==> config.mk <==
export PLATFORM = sky130hd
export DESIGN_NAME = display_decoder_flat
export DESIGN_NICKNAME = d
export VERILOG_FILES = /design/src/rtl/display_pkg.sv /design/src/rtl/display_decoder_if.sv /design/src/rtl/bcd_para_7seg.sv /design/src/rtl/display_decoder.sv /design/src/flat_wrapper.sv
export SDC_FILE = /design/constraint.sdc
export NUM_CORES = 1
export LEC_CHECK = 0
export CAP_MARGIN = 10
export CORE_AREA = 10 10 92 94
export DETAILED_ROUTE_END_ITERATION = 7
export DIE_AREA = 0 0 102 104
export HOLD_SLACK_MARGIN = 0.06
export PLACE_DENSITY = 0.63
export SETUP_SLACK_MARGIN = 0.05
export SYNTH_ARGS = -nofsm -noshare
export SYNTH_HDL_FRONTEND = slang
export SYNTH_SLANG_ARGS = --single-unit
==> constraint.sdc <==
create_clock -name clk -period 2.23 [get_ports clk]
set_input_delay 0.446 -clock clk [delete_from_list [all_inputs] [get_ports clk]]
set_output_delay 0.446 -clock clk [all_outputs]
set_load 0.005 [all_outputs]
==> src/rtl/display_pkg.sv <==
// Shared constants for the 7-segment display path: active-low segment codes (gfedcba, 0 = lit).
package display_pkg;

  localparam logic [6:0] SEG_0     = 7'h40;
  localparam logic [6:0] SEG_1     = 7'h79;
  localparam logic [6:0] SEG_2     = 7'h24;
  localparam logic [6:0] SEG_3     = 7'h30;
  localparam logic [6:0] SEG_4     = 7'h19;
  localparam logic [6:0] SEG_5     = 7'h12;
  localparam logic [6:0] SEG_6     = 7'h02;
  localparam logic [6:0] SEG_7     = 7'h78;
  localparam logic [6:0] SEG_8     = 7'h00;
  localparam logic [6:0] SEG_9     = 7'h10;
  localparam logic [6:0] SEG_DASH  = 7'h3F;
  localparam logic [6:0] SEG_BLANK = 7'h7F;

endpackage

==> src/rtl/display_decoder_if.sv <==
// Producer-side handshake bundle for display_decoder: value load/ready plus blink request.
interface display_decoder_if #(
  parameter int N_DIGITS = 4
);

  logic                  load;
  logic [4*N_DIGITS-1:0] bcd_in;
  logic                  ready;
  logic                  blink;

  modport master (output load, bcd_in, blink, input ready);
  modport slave  (input load, bcd_in, blink, output ready);

endinterface

==> src/rtl/bcd_para_7seg.sv <==
// Combinational BCD digit to active-low 7-segment code; non-decimal nibbles show a dash.
module bcd_para_7seg
  import display_pkg::*;
(
  input  logic [3:0] bcd,
  output logic [6:0] seg
);

  always_comb begin
    seg = SEG_DASH;
    case (bcd)
      4'd0:    seg = SEG_0;
      4'd1:    seg = SEG_1;
      4'd2:    seg = SEG_2;
      4'd3:    seg = SEG_3;
      4'd4:    seg = SEG_4;
      4'd5:    seg = SEG_5;
      4'd6:    seg = SEG_6;
      4'd7:    seg = SEG_7;
      4'd8:    seg = SEG_8;
      4'd9:    seg = SEG_9;
      default: seg = SEG_DASH;
    endcase
  end

endmodule

==> src/rtl/display_decoder.sv <==
// Time-multiplexed common-anode 7-segment driver with shadow/active registers and frame-aligned commit.
// Optional whole-display blinking is built when DISPLAY_BLINK_EN is defined.
module display_decoder
  import display_pkg::*;
#(
  parameter int N_DIGITS  = 4,
  parameter int SCAN_DIV  = 1000,
  parameter int BLINK_DIV = 64
) (
  input  logic                 clk,
  input  logic                 rst_n,
  display_decoder_if.slave     bus,
  output logic [6:0]           seg,
  output logic [N_DIGITS-1:0]  an
);

  localparam int PS_W  = (SCAN_DIV > 1) ? $clog2(SCAN_DIV) : 1;
  localparam int IDX_W = (N_DIGITS > 1) ? $clog2(N_DIGITS) : 1;
  localparam int BCD_W = 4 * N_DIGITS;

  logic [PS_W-1:0]     prescaler_q, prescaler_d;
  logic [IDX_W-1:0]    idx_q, idx_d;
  logic [BCD_W-1:0]    shadow_q, shadow_d;
  logic [BCD_W-1:0]    active_q, active_d;
  logic                pending_q, pending_d;
  logic                ready_q, ready_d;
  logic                shown_q, shown_d;
  logic [6:0]          seg_q, seg_d;
  logic [N_DIGITS-1:0] an_q, an_d;

  logic       tick;
  logic       frame_end;
  logic       accept;
  logic [3:0] cur_nibble;
  logic [6:0] cur_seg;

  assign tick      = (prescaler_q == PS_W'(SCAN_DIV - 1));
  assign frame_end = tick && (idx_q == IDX_W'(N_DIGITS - 1));
  assign accept    = bus.load && ready_q;

  always_comb begin
    cur_nibble = 4'h0;
    for (int k = 0; k < N_DIGITS; k++) begin
      if (idx_q == IDX_W'(k)) cur_nibble = active_q[k*4 +: 4];
    end
  end

  bcd_para_7seg u_dec (
    .bcd (cur_nibble),
    .seg (cur_seg)
  );

`ifdef DISPLAY_BLINK_EN
  localparam int BC_W = $clog2(2 * BLINK_DIV);

  logic [BC_W-1:0] blink_cnt_q, blink_cnt_d;
  logic            blank_phase;

  // Frame counter only runs while blinking is requested, so blink always starts with a lit phase.
  always_comb begin
    blink_cnt_d = blink_cnt_q;
    if (!bus.blink) begin
      blink_cnt_d = '0;
    end else if (frame_end) begin
      blink_cnt_d = (blink_cnt_q == BC_W'(2 * BLINK_DIV - 1)) ? '0 : blink_cnt_q + BC_W'(1);
    end
  end

  assign blank_phase = bus.blink && (blink_cnt_q >= BC_W'(BLINK_DIV));

  always_ff @(posedge clk or negedge rst_n) begin
    if (!rst_n) blink_cnt_q <= '0;
    else        blink_cnt_q <= blink_cnt_d;
  end
`else
  logic blank_phase;
  logic blink_unused;

  assign blank_phase  = 1'b0;
  assign blink_unused = bus.blink;
`endif

  always_comb begin
    prescaler_d = tick ? '0 : prescaler_q + PS_W'(1);
    idx_d       = idx_q;
    if (tick) idx_d = (idx_q == IDX_W'(N_DIGITS - 1)) ? '0 : idx_q + IDX_W'(1);

    shadow_d  = shadow_q;
    active_d  = active_q;
    pending_d = pending_q;
    ready_d   = ready_q;
    shown_d   = shown_q;

    // ready is low whenever pending is high, so accept and commit never fire together.
    if (accept) begin
      shadow_d  = bus.bcd_in;
      pending_d = 1'b1;
      ready_d   = 1'b0;
    end else if (frame_end && pending_q) begin
      active_d  = shadow_q;
      pending_d = 1'b0;
      ready_d   = 1'b1;
      shown_d   = 1'b1;
    end
  end

  always_comb begin
    seg_d = SEG_BLANK;
    an_d  = '1;
    if (shown_q) begin
      seg_d = cur_seg;
      for (int k = 0; k < N_DIGITS; k++) an_d[k] = (idx_q != IDX_W'(k));
    end
    if (blank_phase) an_d = '1;
  end

  always_ff @(posedge clk or negedge rst_n) begin
    if (!rst_n) begin
      prescaler_q <= '0;
      idx_q       <= '0;
      shadow_q    <= '0;
      active_q    <= '0;
      pending_q   <= 1'b0;
      ready_q     <= 1'b1;
      shown_q     <= 1'b0;
      seg_q       <= SEG_BLANK;
      an_q        <= '1;
    end else begin
      prescaler_q <= prescaler_d;
      idx_q       <= idx_d;
      shadow_q    <= shadow_d;
      active_q    <= active_d;
      pending_q   <= pending_d;
      ready_q     <= ready_d;
      shown_q     <= shown_d;
      seg_q       <= seg_d;
      an_q        <= an_d;
    end
  end

  assign bus.ready = ready_q;
  assign seg       = seg_q;
  assign an        = an_q;

endmodule
==> src/flat_wrapper.sv <==
// flat-port wrapper written by rule: the top's interface ports become plain ports
module display_decoder_flat import display_pkg::*;
#(
  parameter int N_DIGITS  = 4,
  parameter int SCAN_DIV  = 1000,
  parameter int BLINK_DIV = 64
)
  (clk, rst_n, seg, an, bus_load, bus_bcd_in, bus_blink, bus_ready);
  display_decoder_if #(.N_DIGITS(N_DIGITS)) bus_i ();
  input  logic clk;
  input  logic rst_n;
  output logic [6:0] seg;
  output logic [N_DIGITS-1:0] an;
  input wire logic [$bits(bus_i.load)-1:0] bus_load;
  input wire logic [$bits(bus_i.bcd_in)-1:0] bus_bcd_in;
  input wire logic [$bits(bus_i.blink)-1:0] bus_blink;
  output wire logic [$bits(bus_i.ready)-1:0] bus_ready;
  assign bus_i.load = bus_load;
  assign bus_i.bcd_in = bus_bcd_in;
  assign bus_i.blink = bus_blink;
  assign bus_ready = bus_i.ready;
  display_decoder #(.N_DIGITS(N_DIGITS), .SCAN_DIV(SCAN_DIV), .BLINK_DIV(BLINK_DIV)) u_core (.clk(clk), .rst_n(rst_n), .bus(bus_i), .seg(seg), .an(an));
endmodule
# Yosys cells after proc, flatten, opt, wreduce, memory -nomap -nowiden
# Memory sizes are Yosys's and may differ from the RTL's.
# Cells that the tools add are included.
dict set report op_classes {
  reduce_logical 7
  addsub 2
  n_eq_ne 7
  n_bitwise 1
  n_mul 0
  div_mod_pow 0
  shift 0
  order_cmp 0
  mux 12
}
# cell n
set op_table {}
lappend op_table {{4-bit 2-to-1 mux} 5}
lappend op_table {{10-bit by 1-bit adder with 10-bit output (second input constant)} 1}
lappend op_table {{10-bit equality test (second input constant)} 1}
lappend op_table {{10-bit 2-to-1 mux} 1}
lappend op_table {{7-bit 2-to-1 mux} 1}
lappend op_table {{2-bit equality test (second input constant)} 2}
lappend op_table {{1-bit 2-to-1 mux} 4}
lappend op_table {{2-bit != test (second input constant)} 2}
lappend op_table {{2-bit nonzero test} 2}
lappend op_table {{1-bit logical AND} 3}
lappend op_table {{2-bit by 1-bit adder with 2-bit output (second input constant)} 1}
lappend op_table {{2-bit by 1-bit equality test with 1-bit output (second input constant)} 1}
lappend op_table {{2-bit zero test} 1}
lappend op_table {{2-bit 2-to-1 mux} 1}
lappend op_table {{2-bit by 1-bit != test with 1-bit output (second input constant)} 1}
lappend op_table {{2-bit AND reduction} 1}
lappend op_table {{1-bit NOT} 1}
dict set report totals {
  memories 1
  reg_bits 58
  in_bits 20
  rom_bits 112
  mem_bits_rw 0
  word_cells 39
  latchBits 0
  output_inout_bits 12
}
# memory depth word_bits rd rd_clocked_by_memory_dff wr line_no
set mem_list {}
lappend mem_list {{(no name shown)} 16 7 1 0 0 bcd_para_7seg.sv:11} ;# case (bcd)

# Depth between registers and ports, before layout
# An unclocked memory read counts as a cell.
dict set report logic_depth {
  word_depth 7
  depth_mapped 9
  ltp_nobuf 9
}

# Hierarchy
# A second synthesis with hierarchy kept.
dict set report hier_totals {
  cells_unflattened 209
  area_unflattened_um2 2640.0
}
# module area_per_inst_um2 seq_area_each_um2 n_inst cells_per_inst
set by_module_without_submodules {}
lappend by_module_without_submodules {display_decoder 2399.8 1466.4 1 178}
lappend by_module_without_submodules {bcd_para_7seg 240.2 0.0 1 31}

# Least setup slack after synthesis
# OpenSTA, ideal clock, no wires.
dict set report synth_path {
  kind {flip-flop to flip-flop}
  start {reg u_core.idx_q[0]}
  end {reg u_core.seg_q[3] (netlist: u_core.seg[3])}
  n_path_buf 0
  t_required_ns 2.146
  stages_incl_launch_ff 8
  setup_time_ns 0.084
  t_arrival_ns 1.872
  setup_slack_ns 0.274
  path_cell_list {dfrtp_1 ha_1 or2_1 a221oi_1 nor2_1 ha_1 a21boi_0 a311o_1}
}
dict set report synth_via {
  elab_chain_len 7
}
# element line_no
set synth_lines {}
lappend synth_lines {{from (decl)} display_decoder.sv:22} ;# logic [IDX_W-1:0] idx_q, idx_d;
lappend synth_lines {{from (signal assigned)} display_decoder.sv:130} ;# idx_q <= idx_d;
lappend synth_lines {{2-bit zero test} display_decoder.sv:44} ;# if (idx_q == IDX_W'(k)) cur_nibble = active_q[k*4 +: 4];
lappend synth_lines {{4-bit 2-to-1 mux (3 in a row)} display_decoder.sv:44}
lappend synth_lines {{4-bit 2-to-1 mux (*)} display_decoder.sv:44}
lappend synth_lines {{memory 16 x 7 bit (*)} --}
lappend synth_lines {{7-bit 2-to-1 mux (*)} display_decoder.sv:110} ;# if (shown_q) begin
lappend synth_lines {{net u_core.seg_d[3]} display_decoder.sv:28} ;# logic [6:0] seg_q, seg_d;
lappend synth_lines {{to (signal assigned)} display_decoder.sv:136} ;# seg_q <= seg_d;
lappend synth_lines {{to (decl)} display_decoder.sv:28}
# Mark *: on every way through the listed nets, which the timed path passes. The rest lies on a longest branch.
# A chain may end at the register's enable or synchronous reset.

# Final worst setup path
dict set report layout_path {
  start {reg u_core.idx_q[1]}
  end {reg u_core.seg_q[3] (netlist: u_core.seg[3])}
}
# Same word-level chain as after synthesis.

==> flow_metrics.py <==
metrics = {
    "outcome": {
        "status": "finished clean",
    },
    "synth": {
        "avgSynthCellArea_um2": 13.3,
        "synth_ff_type": "dfrtp_1",
        "synth.most_common_cell": "dfrtp_1",
        "synthCells": 186,
        "syn-num-nets": 212,
        "synth_adder_area_share_pct": 3.04,
        "synth_top_area_share_pct": 46.6,
        "synthXorXnorAreaFrac_pct": 2.48,
        "yosysUniqueCellTypes": 38,
        "ys_seq_area_share_pct": 59.4,
        "synth_warnings": 0,
        "synth_compound_area_share_pct": 7.35,
        "synth_top_family_by_area": "multiplexers",
        "synth_area_leader_cell": "dfrtp_1",
        "synthTopCellsByArea": "dfrtp_1, dfstp_2, mux2_2, mux2_4, ha_1",
        "synth.mux.area_fraction_pct": 16.2,
        "synth-edff-count": 0,
        "synth-simple-area-share_pct": 9.83,
        "ys_async_sr_fraction_pct": 100,
        "synth_commonest_cells": "dfrtp_1, mux2_2, nand2_1",
        "ys_seq_elements": 58,
        "syn-cell-area_um2": 2470,
    },
    "clock_network": {
        "root_buffer": "clkbuf_8",
        "cts_buffer_depth": 2,
        "insertion_delay_ps": 330,
        "cts_buffers": 9,
        "ctsHoldBuffers": 0,
        "cts_tree": "yes",
        "clock-sinks": 58,
        "clkTransAtPathRegs_ps": 60,
        "h-tree-depth": 3,
    },
    "critical_path": {
        "cp-endpoint": "u_core.seg[3]",
        "required_ps": 2490,
        "arrival_ps": 2360,
        "cp-start-kind": "flop",
        "crit_fanout": 4,
        "critPathLaunch": "u_core.idx_q[1]",
        "worstSetupPathType": "reg2reg",
        "cp-end-kind": "flop",
        "r2r-start": "u_core.idx_q[1]",
        "ff2ff_setup_slack_ps": 130,
        "reg2reg_depth": 8,
        "r2r-end": "u_core.seg[3]",
    },
    "grt": {
        "grt_usage_pct": 9.27,
        "grt_max_degree": 27,
        "grt_pass1_wl_um": 7750,
        "grt_antenna_before_repair": 0,
        "grt_overflow": 0,
        "grt_pass1_vias": 1657,
    },
    "hold_path": {
        "hp-class": "in2async",
    },
    "pwr": {
        "power_mw": 2.36,
        "p_per_area_nw_per_um2": 731,
        "p_leak_nw": 1.46,
        "share_seq_of_total_power_pct": 46.2,
        "clkPwrFrac_pct": 50.5,
        "p_int_mw": 1.93,
        "p_switching_mw": 0.437,
        "power_frac_comb_pct": 3.3,
        "switching_share_pct": 18.5,
        "irDropWorstVdd_mv": 0.307,
    },
    "detailed_routing": {
        "dr_total_vias": 1560,
        "drtPass1Iterations": 3,
        "drt_iter0_drc": 17,
        "via_per_inst": 4.91,
        "wirelength_um": 4620,
        "drtAntennaViolNets": 0,
        "drc": 0,
        "wl_per_cell_um": 14.5,
    },
    "sta": {
        "finalSetupTns_ps": 0,
        "setup_viol": 0,
        "max_freq_ghz": 0.477,
        "holdWs_ps": 88.3,
        "period_minus_slack_ps": 2100,
        "clock_skew_ps": 6.12,
        "tightest_slew_ps": 530,
        "grt_setup_unrepaired": "false",
        "maxSlewHeadroom_pct": 64.7,
        "period_share_pct": 94.0,
        "finalHoldViolations": 0,
        "layout_setup_ws_ps": 134,
        "drv_slew": 0,
    },
    "place": {
        "gp_congestion": 0.786,
        "pre_cts_slack_ps": 62.1,
        "numPortBuffers": 30,
        "dp_hpwl_um": 3270,
    },
    "layout": {
        "layout.nets": 259,
        "drive_gt1_share_pct": 36.1,
        "fillCellCount": 608,
        "final_core_util_pct": 48.4,
        "syn_to_final_growth_pct": 30.9,
        "antennaDiodeCount": 0,
    },
    "floorplan": {
        "num_io_pins": 32,
        "floorplan.die_area_um2": 10600,
        "fp.dieH_um": 104,
        "rows": 30,
        "start_util_pct": 36.9,
        "core_um2": 6680,
        "die_w_um": 102,
    },
    "flow_run": {
        "maxCapViolations": 0,
    },
}
[power groups by stage]
stage | Clock (mW) | Sequential, mW | Combinational (mW)
4_1_cts | 1.22 | 1.09 | 0.0820
2_1_floorplan | 0 | 1.11 | 0.0223
5_1_grt | 1.28 | 1.09 | 0.0883
3_3_place_gp | 0 | 1.11 | 0.0795
3_5_place_dp | 0 | 1.11 | 0.0820
6_report | 1.19 | 1.09 | 0.0788
[what timing repair did]
item                                    in CTS  in global routing
pin swaps                                    0                  0
resized for setup                            0                 13
endpoints found under the setup margin       8                  6
buffers inserted                             3                  1
[through the flow]
stage                     cell area (um2)  cells
after floorplan                      2470    186
after global placement               2900    298
after detailed placement             2900    298
after CTS                            3170    317
after global routing                 3230    318
final                                3230    318
[how the worst min path moves through the flow]
| stage | end | slack (ps) | cells after the start |
|---|---|---|---|
| floorplan | u_core.active_q[0] | 150 | 0 |
| global placement | u_core.shadow_q[4] | 450 | 1 |
| detailed placement | u_core.shadow_q[4] | 460 | 1 |
| CTS | u_core.shadow_q[8] | 100 | 1 |
| global route | u_core.shadow_q[8] | 110 | 1 |
| finish | u_core.shadow_q[6] | 90 | 1 |
[critical path: stages (launching register included)]
cell and delay (ps):
dfrtp_1 420, buf_4 150, ha_2 200, or2_1 270, a221oi_2 200, nor2_1 100, ha_1 310, a21boi_0 90
a311o_1 280
[sequential cells by signal, summed over array words and instances (netlist names)]
| name | cells |
|---|---|
| u_core.active_q | 16 |
| u_core.an | 4 |
| u_core.seg | 7 |
| u_core.idx_q | 2 |
| u_core.shadow_q | 16 |
| u_core.prescaler_q | 10 |
| u_core.bus.ready | 1 |
| u_core.pending_q | 1 |
| u_core.shown_q | 1 |
[cell type report]
| class | instances | area, um2 | share of cell area [%] |
|---|---|---|---|
| flip-flops and latches | 58 | 1470 | 45.4 |
| multi-input cells | 119 | 1010 | 31.3 |
| repair buffers | 40 | 383 | 11.8 |
| clock buffers | 11 | 151 | 4.68 |
| clock inverters | 5 | 100 | 3.10 |
| well taps | 80 | 100 | 3.10 |
| inverters | 5 | 18.8 | 0.581 |
[layout by cell type, fill, tap and decap left out, types with 2 or more instances in the layout]
master	synthesis	layout
ha_1	6	3
nor2_1	13	12
nand2_1	15	14
xnor2_1	3	3
a21oi_1	3	3
clkinv_2	0	2
clkbuf_8	0	11
xor2_1	4	4
dfstp_2	12	12
ha_2	0	2
buf_4	0	9
o22ai_1	3	3
nand3_1	6	6
mux2_4	8	8
o21ai_0	9	9
bufinv_16	0	3
a221oi_2	0	2
clkdlybuf4s50_1	0	29
dfrtp_1	46	46
inv_1	5	4
mux2_2	24	24
[cell families after synthesis]
logic type,after synthesis
AND/OR/NAND/NOR,46
flip-flops,58
multiplexers,33
XOR/XNOR,7
buffers and inverters,9
AO/OA/AOI/OAI,27
adder cells (fa/ha/maj),6
[metal layers]
metal	global-route usage [%]	wire length (um)	vias up
met5	0	0	-
li1	-	-	758
met3	3.39	227	11
met4	5.14	113	0
met1	10.8	2110	758
met2	14.3	2180	33
No activity file was read; power rests on OpenSTA's default activity.
